**config.mk**
```make
export PLATFORM = sky130hd
export DESIGN_NAME = fft_stage_sched
export DESIGN_NICKNAME = d
export VERILOG_FILES = /design/src/rtl/fft_stage_sched.sv
export SDC_FILE = /design/constraint.sdc
export NUM_CORES = 1
export LEC_CHECK = 0
export CORE_UTILIZATION = 43
export CTS_BUF_LIST = sky130_fd_sc_hd__clkbuf_8
export CTS_CLUSTER_DIAMETER = 150
export DETAILED_ROUTE_END_ITERATION = 7
export PLACE_DENSITY_LB_ADDON = 0.12
export SETUP_SLACK_MARGIN = 0.2
export SLEW_MARGIN = 40
export SYNTH_ARGS = -nofsm -noshare
export SYNTH_HDL_FRONTEND = slang
export SYNTH_SLANG_ARGS = --single-unit
```
**constraint.sdc**
```tcl
create_clock -name clk_i -period 9.1 [get_ports clk_i]
set_input_delay 2.275 -clock clk_i [delete_from_list [all_inputs] [get_ports clk_i]]
set_output_delay 2.275 -clock clk_i [all_outputs]
set_load 0.005 [all_outputs]
```
**src/rtl/fft_stage_sched.sv**
```systemverilog
// Address and operand sequencer for an in-place radix-2 DIT FFT sharing one pipelined
// complex multiplier; write-back is aligned to the multiplier latency via a delay line.
//
// state | meaning
// IDLE  | waiting for start_i; done_o pulses on the cycle after the final write-back
// RUN   | one butterfly read issued per cycle for the current stage
// DRAIN | no reads; waits MULT_LAT+1 cycles so stage s writes land before stage s+1 reads
module fft_stage_sched #(
    parameter int LOG2N    = 10,
    parameter int MULT_LAT = 5
) (
    input  logic             clk_i,
    input  logic             rst_i,
    input  logic             start_i,
    output logic             busy_o,
    output logic             done_o,
    output logic [3:0]       stage_o,
    output logic             rd_en_o,
    output logic [LOG2N-1:0] rd_addr_a_o,
    output logic [LOG2N-1:0] rd_addr_b_o,
    output logic [LOG2N-2:0] tw_addr_o,
    output logic             mult_valid_o,
    output logic             wr_en_o,
    output logic [LOG2N-1:0] wr_addr_a_o,
    output logic [LOG2N-1:0] wr_addr_b_o
);

    localparam int KW = LOG2N - 1;
    localparam int CW = $clog2(MULT_LAT + 2);

    typedef enum logic [1:0] {IDLE, RUN, DRAIN} state_t;

    state_t          state_q;
    logic [KW-1:0]   k_q;
    logic [CW-1:0]   drain_cnt_q;

    logic [4:0]       iss_s;
    logic [KW-1:0]    iss_k;
    logic [LOG2N-1:0] kx;
    logic [LOG2N-1:0] half;
    logic [LOG2N-1:0] pos;
    logic [LOG2N-1:0] grp;
    logic [LOG2N-1:0] iss_a;
    logic [LOG2N-1:0] iss_b;
    logic [LOG2N-1:0] tw_full;
    logic [KW-1:0]    iss_tw;

    // Addresses of the butterfly that the FSM issues on the coming edge.
    always_comb begin
        iss_s = {1'b0, stage_o};
        iss_k = k_q + 1'b1;
        case (state_q)
            IDLE: begin
                iss_s = '0;
                iss_k = '0;
            end
            DRAIN: begin
                iss_s = {1'b0, stage_o} + 5'd1;
                iss_k = '0;
            end
            default: ;
        endcase
        kx      = LOG2N'(iss_k);
        half    = LOG2N'(1) << iss_s;
        pos     = kx & (half - 1'b1);
        grp     = kx >> iss_s;
        iss_a   = (grp << (iss_s + 5'd1)) | pos;
        iss_b   = iss_a + half;
        tw_full = pos << (5'(LOG2N - 1) - iss_s);
        iss_tw  = tw_full[KW-1:0];
    end

    always_ff @(posedge clk_i or posedge rst_i) begin
        if (rst_i) begin
            state_q     <= IDLE;
            k_q         <= '0;
            drain_cnt_q <= '0;
            stage_o     <= '0;
            busy_o      <= 1'b0;
            done_o      <= 1'b0;
            rd_en_o     <= 1'b0;
            rd_addr_a_o <= '0;
            rd_addr_b_o <= '0;
            tw_addr_o   <= '0;
        end else begin
            done_o  <= 1'b0;
            rd_en_o <= 1'b0;
            case (state_q)
                IDLE: begin
                    if (start_i) begin
                        state_q     <= RUN;
                        busy_o      <= 1'b1;
                        stage_o     <= '0;
                        k_q         <= '0;
                        rd_en_o     <= 1'b1;
                        rd_addr_a_o <= iss_a;
                        rd_addr_b_o <= iss_b;
                        tw_addr_o   <= iss_tw;
                    end
                end
                RUN: begin
                    if (&k_q) begin
                        state_q     <= DRAIN;
                        drain_cnt_q <= CW'(MULT_LAT + 1);
                    end else begin
                        k_q         <= k_q + 1'b1;
                        rd_en_o     <= 1'b1;
                        rd_addr_a_o <= iss_a;
                        rd_addr_b_o <= iss_b;
                        tw_addr_o   <= iss_tw;
                    end
                end
                DRAIN: begin
                    drain_cnt_q <= drain_cnt_q - 1'b1;
                    if (drain_cnt_q == CW'(1)) begin
                        if (stage_o == 4'(LOG2N - 1)) begin
                            state_q <= IDLE;
                            busy_o  <= 1'b0;
                            done_o  <= 1'b1;
                        end else begin
                            state_q     <= RUN;
                            stage_o     <= stage_o + 1'b1;
                            k_q         <= '0;
                            rd_en_o     <= 1'b1;
                            rd_addr_a_o <= iss_a;
                            rd_addr_b_o <= iss_b;
                            tw_addr_o   <= iss_tw;
                        end
                    end
                end
                default: state_q <= IDLE;
            endcase
        end
    end

    // Tap 0 is the RAM/ROM read latency (multiplier issue); the last tap is multiplier output.
    logic [MULT_LAT:0] wb_vld_q;
    logic [LOG2N-1:0]  wb_a_q [MULT_LAT+1];
    logic [LOG2N-1:0]  wb_b_q [MULT_LAT+1];

    always_ff @(posedge clk_i or posedge rst_i) begin
        if (rst_i) begin
            wb_vld_q <= '0;
            for (int i = 0; i <= MULT_LAT; i++) begin
                wb_a_q[i] <= '0;
                wb_b_q[i] <= '0;
            end
        end else begin
            wb_vld_q  <= {wb_vld_q[MULT_LAT-1:0], rd_en_o};
            wb_a_q[0] <= rd_addr_a_o;
            wb_b_q[0] <= rd_addr_b_o;
            for (int i = 1; i <= MULT_LAT; i++) begin
                wb_a_q[i] <= wb_a_q[i-1];
                wb_b_q[i] <= wb_b_q[i-1];
            end
        end
    end

    assign mult_valid_o = wb_vld_q[0];
    assign wr_en_o      = wb_vld_q[MULT_LAT];
    assign wr_addr_a_o  = wb_a_q[MULT_LAT];
    assign wr_addr_b_o  = wb_b_q[MULT_LAT];

endmodule

```
Word level (Yosys, flattened, before mapping). Cells that the tools add are included.

Flip-flop bits (word level): 176. Input bits: 3. Word-level logic and storage cells: 103.

$add $sub $neg: 8. Eq/ne operators: 10. Shifts and indexed selects: 4. Mux-type cells: 45. Bitwise operators: 2. Reduce and logical (&&, ||, !) cells: 11.

Operator list (number): 2-to-1 mux 9 bit (9); 2-to-1 mux 10 bit (8); one-hot mux 10 bit (3 select lines) (2); one-hot mux 9 bit (3 select lines) (2); 2-to-1 mux 4 bit (3); != test 2 bit, second input constant (6); 2-to-1 mux 1 bit (11); adder 10 bit (1); AND 9 x 10 -> 10 bit (1); bitwise OR 10 bit (1); one-hot mux 5 bit (2 select lines) (1); left shift 1 x 5 -> 10 bit, first input constant (1); left shift 10 x 5 -> 10 bit (1); left shift 10 x 5 -> 9 bit (1); right shift 9 x 5 -> 10 bit (1); subtractor 10 x 1 -> 10 bit, second input constant (1); adder 9 x 1 -> 9 bit, second input constant (1); AND reduction 9 bit (1); one-hot mux 4 bit (2 select lines) (1); AND reduction 4 bit (2); 2-to-1 mux 2 bit (3); one-hot mux 2 bit (3 select lines) (1); one-hot mux 3 bit (2 select lines) (1); adder 4 x 1 -> 5 bit, second input constant (1); other kinds (18) (19).

Logic depth before layout (Yosys ltp).
Word-level depth: 10. Depth in mapped cells: 25.

Worst setup path before layout. Ideal clock, no wire load.

Path type: register to register. From: reg stage_o[1]. To: reg rd_addr_b_o[9]. Arrival: 4.578 ns. Data required time: 8.963 ns. Path slack: 4.385 ns. Cell stages (with the launch flop): 26. Buffers on the path: 3. Clock period less this slack: 4.715 ns. Path through: dfrtp_1 clkbuf_2 inv_1 ha_1 nand2b_1 o21a_1 clkbuf_1 ha_1 clkbuf_1 nand2_1 ha_1 inv_1 or4_1 nand4_1 and2_1 a32oi_1 nand2_1 ha_1 o21ai_0 nor2_1 or4_1 a31oi_1 o21bai_1 xnor2_1 xnor2_1 a21oi_1.

Cells in the longest elaborated chain, start to end: 10. Elaborated cells between the ends (all ways): 18.

Ends and longest elaborated chain: start: declaration (line 17) `output logic [3:0] stage_o,`; start signal: assignment (line 122) `stage_o <= stage_o + 1'b1;`; adder 4 x 1 -> 5 bit (line 58) `iss_s = {1'b0, stage_o} + 5'd1;`; one-hot mux 5 bit (2 select lines) * (line 52) `case (state_q)`; branches (longest 3 deep; another with adder 5 x 1 -> 5 bit); bitwise OR 10 bit * (line 67) `iss_a = (grp << (iss_s + 5'd1)) | pos;`; net iss_a[4] (line 43) `logic [LOG2N-1:0] iss_a;`; adder 10 bit * (line 68) `iss_b = iss_a + half;`; 2-to-1 mux 10 bit (line 116) `if (stage_o == 4'(LOG2N - 1)) begin`; 2-to-1 mux 10 bit (line 115) `if (drain_cnt_q == CW'(1)) begin`; one-hot mux 10 bit (3 select lines) * (line 88) `case (state_q)`; end signal: assignment (line 97) `rd_addr_b_o <= iss_b;`; end signal: assignment (line 109) `rd_addr_b_o <= iss_b;`; end signal: assignment (line 126) `rd_addr_b_o <= iss_b;`; end: declaration (line 20) `output logic [LOG2N-1:0] rd_addr_b_o,`.

Mark *: on every way through the listed nets, which the timed path passes. The select of a mux whose other input is x is not followed. A chain may end at the register's enable or synchronous reset.

Worst setup path after layout. Ends and elaborated chain as after synthesis.

==> flow_metrics.tcl <==
set metrics [dict create \
    status "finished clean" \
    placed_cells 936 \
    area_delta_synth_final_pct 13.6 \
    setup_viol 0 \
    critical_path_required_ns 9.40 \
    wl_per_cell_microns 18.6 \
    routed_wl_microns 18000 \
    cts_tree "done" \
    post-route-period-util 0.679 \
    cp-start-kind "flip-flop" \
    firstDrtPassIters 5 \
    ys_types 73 \
    crit_path_max_incr_delay_ns 0.57 \
    layout.cells.non_filler 968 \
    dp_hpwl_microns 13100 \
    synth.largest_area_cell "dfrtp_1" \
    drc 0 \
    maxCapViolCount 0 \
    drt-vias-per-instance 5.40 \
    cp.arrival_ns 6.48 \
    synth-seq-area-share 0.578 \
    coreArea_sq_um 17300 \
    postSynth.asyncResetShare 1.00 \
    cp_top_family "compound AO/OA/AOI/OAI gates" \
    clk_latency_ns 0.45 \
    cpMostUsedCell "ha_1" \
    syn_area_per_cell_sq_um 10.9 \
    clkTransAtPathRegs_ns 0.11 \
    cp_cell_sequence "inv_1 -> ha_1 -> nand2b_1 -> o21a_1 -> clkinv_1 -> ha_1 -> a31oi_1 -> nor2b_1 -> and2_1 -> a32o_1 -> ha_1 -> a21o_1 -> a211oi_1 -> nor2_1 -> or4_1 -> a31oi_1 -> o21bai_1 -> xnor2_1 -> xnor2_1 -> a21oi_1" \
    die_y_microns 135 \
    dieArea_sq_um 18300 \
    setup_tns_ns 0 \
    nets 758 \
    postCtsResizedCells 0 \
    ioPinCount 61 \
    grt_pass1_wl_microns 28300 \
    tightest_slew_ns 0.721 \
    cts_hold_buf 0 \
    synth_area_sq_um 7620 \
    postCtsSetupRepairBufs 0 \
    synth_area_leaders "dfrtp_1 58%, ha_1 3.9%, nand2_1 3.8%, o21ai_0 2.8%, nor2_1 2.8%" \
    dpl-instance-area_sq_um 8230 \
    cts.sink_count 176 \
    cp-startpoint "stage_o[1]" \
    insertedDiodeCount 0 \
    synthCells 697 \
    critPathBufInv 2 \
    initial_core_util 0.441 \
    grt-ovfl-total 0 \
    grt_start_max_net_pins 93 \
    postRouteAntennaNets 0 \
    whs_endpoint "wb_a_q[17]" \
    grt_pass1_vias 5120 \
    dp_slack_ns 2.94 \
    io_buffers 60 \
    synth_top_flop_cell "dfrtp_1" \
    layout-drive-gt1-share 0.0915 \
    min_from "wb_a_q[27]" \
    timing.rr.end "rd_addr_b_o[9]" \
    synth_nets 725 \
    detail_route.iter0.violations 319 \
    die_w_microns 135 \
    cts_root_buf "clkbuf_8" \
    holdPathStages 0 \
    ys_warn_count 0 \
    rsz0062_at_grt "false" \
    max_freq_ghz 0.162 \
    via_count 5227 \
    hold_path_class "reg2reg" \
    hold_viol 0 \
    slew_headroom 0.515 \
    reg2reg_depth 20 \
    r2r_slack_ns 2.92 \
    num_rows 48 \
    htree_levels 4 \
    crit_fanout 15 \
    leakagePower_nw 3.80 \
    reg2reg_from "stage_o[1]" \
    ys_ff_latch 176 \
    gp_congestion 0.948 \
    drv_slew 0 \
    synth_edf_count 0 \
    ir_drop_mv 0.125 \
    fin_skew_ns 0.0225 \
    track_usage 0.209 \
    clockBufferDepth 2 \
    cts_made_buffers 17 \
    end_kind "flip-flop" \
    p_per_area_nw_per_um2 154 \
    antenna_found_initial 0 \
    final_cell_area_sq_um 8660 \
    cpMaxStageDelayCell "clkinv_1" \
    min_period_ns 6.18 \
    fillerInstances 1567 \
    finalWorstSetupSlack_ns 2.92 \
    synth_top_cell_area_share 0.578 \
    path_class "reg2reg" \
]
state kept, by name, summed over array words and instances, names as in the netlist:
signal and flops:
busy_o 1, done_o 1, drain_cnt_q 3, k_q 9
rd_addr_a_o 10, rd_addr_b_o 10, rd_en_o 1, stage_o 4
state_q 2, tw_addr_o 9, wb_a_q 50, wb_b_q 50
wb_vld_q 6, wr_addr_a_o 10, wr_addr_b_o 10
metal layers:
metal | global-route usage | part of all wire | vias to the layer above
met5 | 0 | 0 | -
met4 | 0.109 | 0.038 | 0
met3 | 0.0382 | 0.035 | 37
met2 | 0.346 | 0.50 | 154
met1 | 0.261 | 0.43 | 2545
li1 | - | - | 2491
Yosys cell counts (3+ instances only):
library cell / n
and2_1: 10
clkbuf_1: 21
o32a_1: 3
o221ai_1: 4
nand2b_1: 8
buf_4: 20
ha_1: 24
and3_1: 5
or3_1: 6
a32oi_1: 3
dfrtp_1: 176
a21o_1: 5
nor3_1: 16
xnor2_1: 14
o21a_1: 4
a211oi_1: 5
nor2b_1: 10
or4_1: 4
xor2_1: 4
a31o_2: 3
a31oi_1: 8
a22oi_1: 3
a21oi_1: 30
nand4_1: 4
nor4_1: 5
inv_1: 16
mux2_2: 8
buf_6: 6
o211ai_1: 4
nor2_1: 57
a21oi_2: 3
o32ai_1: 4
o21ai_0: 43
o21bai_1: 4
o31ai_1: 8
nand2_1: 78
nand3_1: 24
power breakdown:
part           internal (mW)  switching, mW  leakage (nW)
clock                  0.218          0.319         0.210
combinational        0.00150         0.0147          1.44
sequential             0.781              0          2.15
total                   1.00          0.334          3.80
worst max path at each step:
stage / endpoint / slack, ns / cells after the start
3_5_place_dp: rd_addr_b_o[9] / 2.94 / 19
3_3_place_gp: rd_addr_b_o[9] / 3.07 / 19
2_1_floorplan: busy_o / 2.05 / 1
4_1_cts: rd_addr_b_o[9] / 2.87 / 19
6_report: rd_addr_b_o[9] / 2.92 / 20
5_1_grt: rd_addr_b_o[9] / 2.37 / 20
logic make-up (layout without fill, tap and decap cells):
kind of cell    Yosys count  after routing  share of synthesized area
simple gates            237            237                      0.147
flops                   176            176                      0.578
compound gates          158            158                      0.141
buf+inv                  71            117                     0.0519
fa+ha+maj                25             25                     0.0420
xor+xnor                 18             18                     0.0207
mux                      12             12                     0.0194
per-stage QoR:
| step | total power [mW] | hold WS, ns | utilization |
|---|---|---|---|
| finish | 1.33 | 0.342 | 0.501 |
| floorplan | 0.809 | 0.331 | - |
| detailed placement | 0.814 | 0.335 | 0.476 |
| global placement | 0.814 | 0.331 | 0.476 |
| CTS | 1.36 | 0.344 | 0.500 |
| global route | 1.39 | 0.354 | 0.501 |
cell type report:
| class | count | area, sq um | share of cell area |
|---|---|---|---|
| Sequential cell | 176 | 4410 | 0.509 |
| Multi-Input combinational cell | 450 | 2830 | 0.326 |
| Timing Repair Buffer | 64 | 634 | 0.0733 |
| Tap cell | 225 | 282 | 0.0325 |
| Clock buffer | 18 | 248 | 0.0286 |
| Clock inverter | 14 | 170 | 0.0197 |
| Inverter | 21 | 91.3 | 0.0106 |
cell usage in the layout (no fill, tap or decap), types with 6 or more instances in the layout:
master,synthesis,layout
a31oi_1,8,8
o31ai_1,8,8
nor2b_1,10,10
o21ai_0,43,43
inv_1,16,15
nand3_1,24,24
ha_1,24,24
a21oi_1,30,30
nor2_1,57,56
nand2_1,78,78
and2_1,10,10
mux2_2,8,8
dfrtp_1,176,175
or3_1,6,6
xnor2_1,14,14
clkbuf_8,0,18
nand2b_1,8,8
clkdlybuf4s50_1,0,60
nor3_1,16,16
Power figures use the tool's default switching activity.
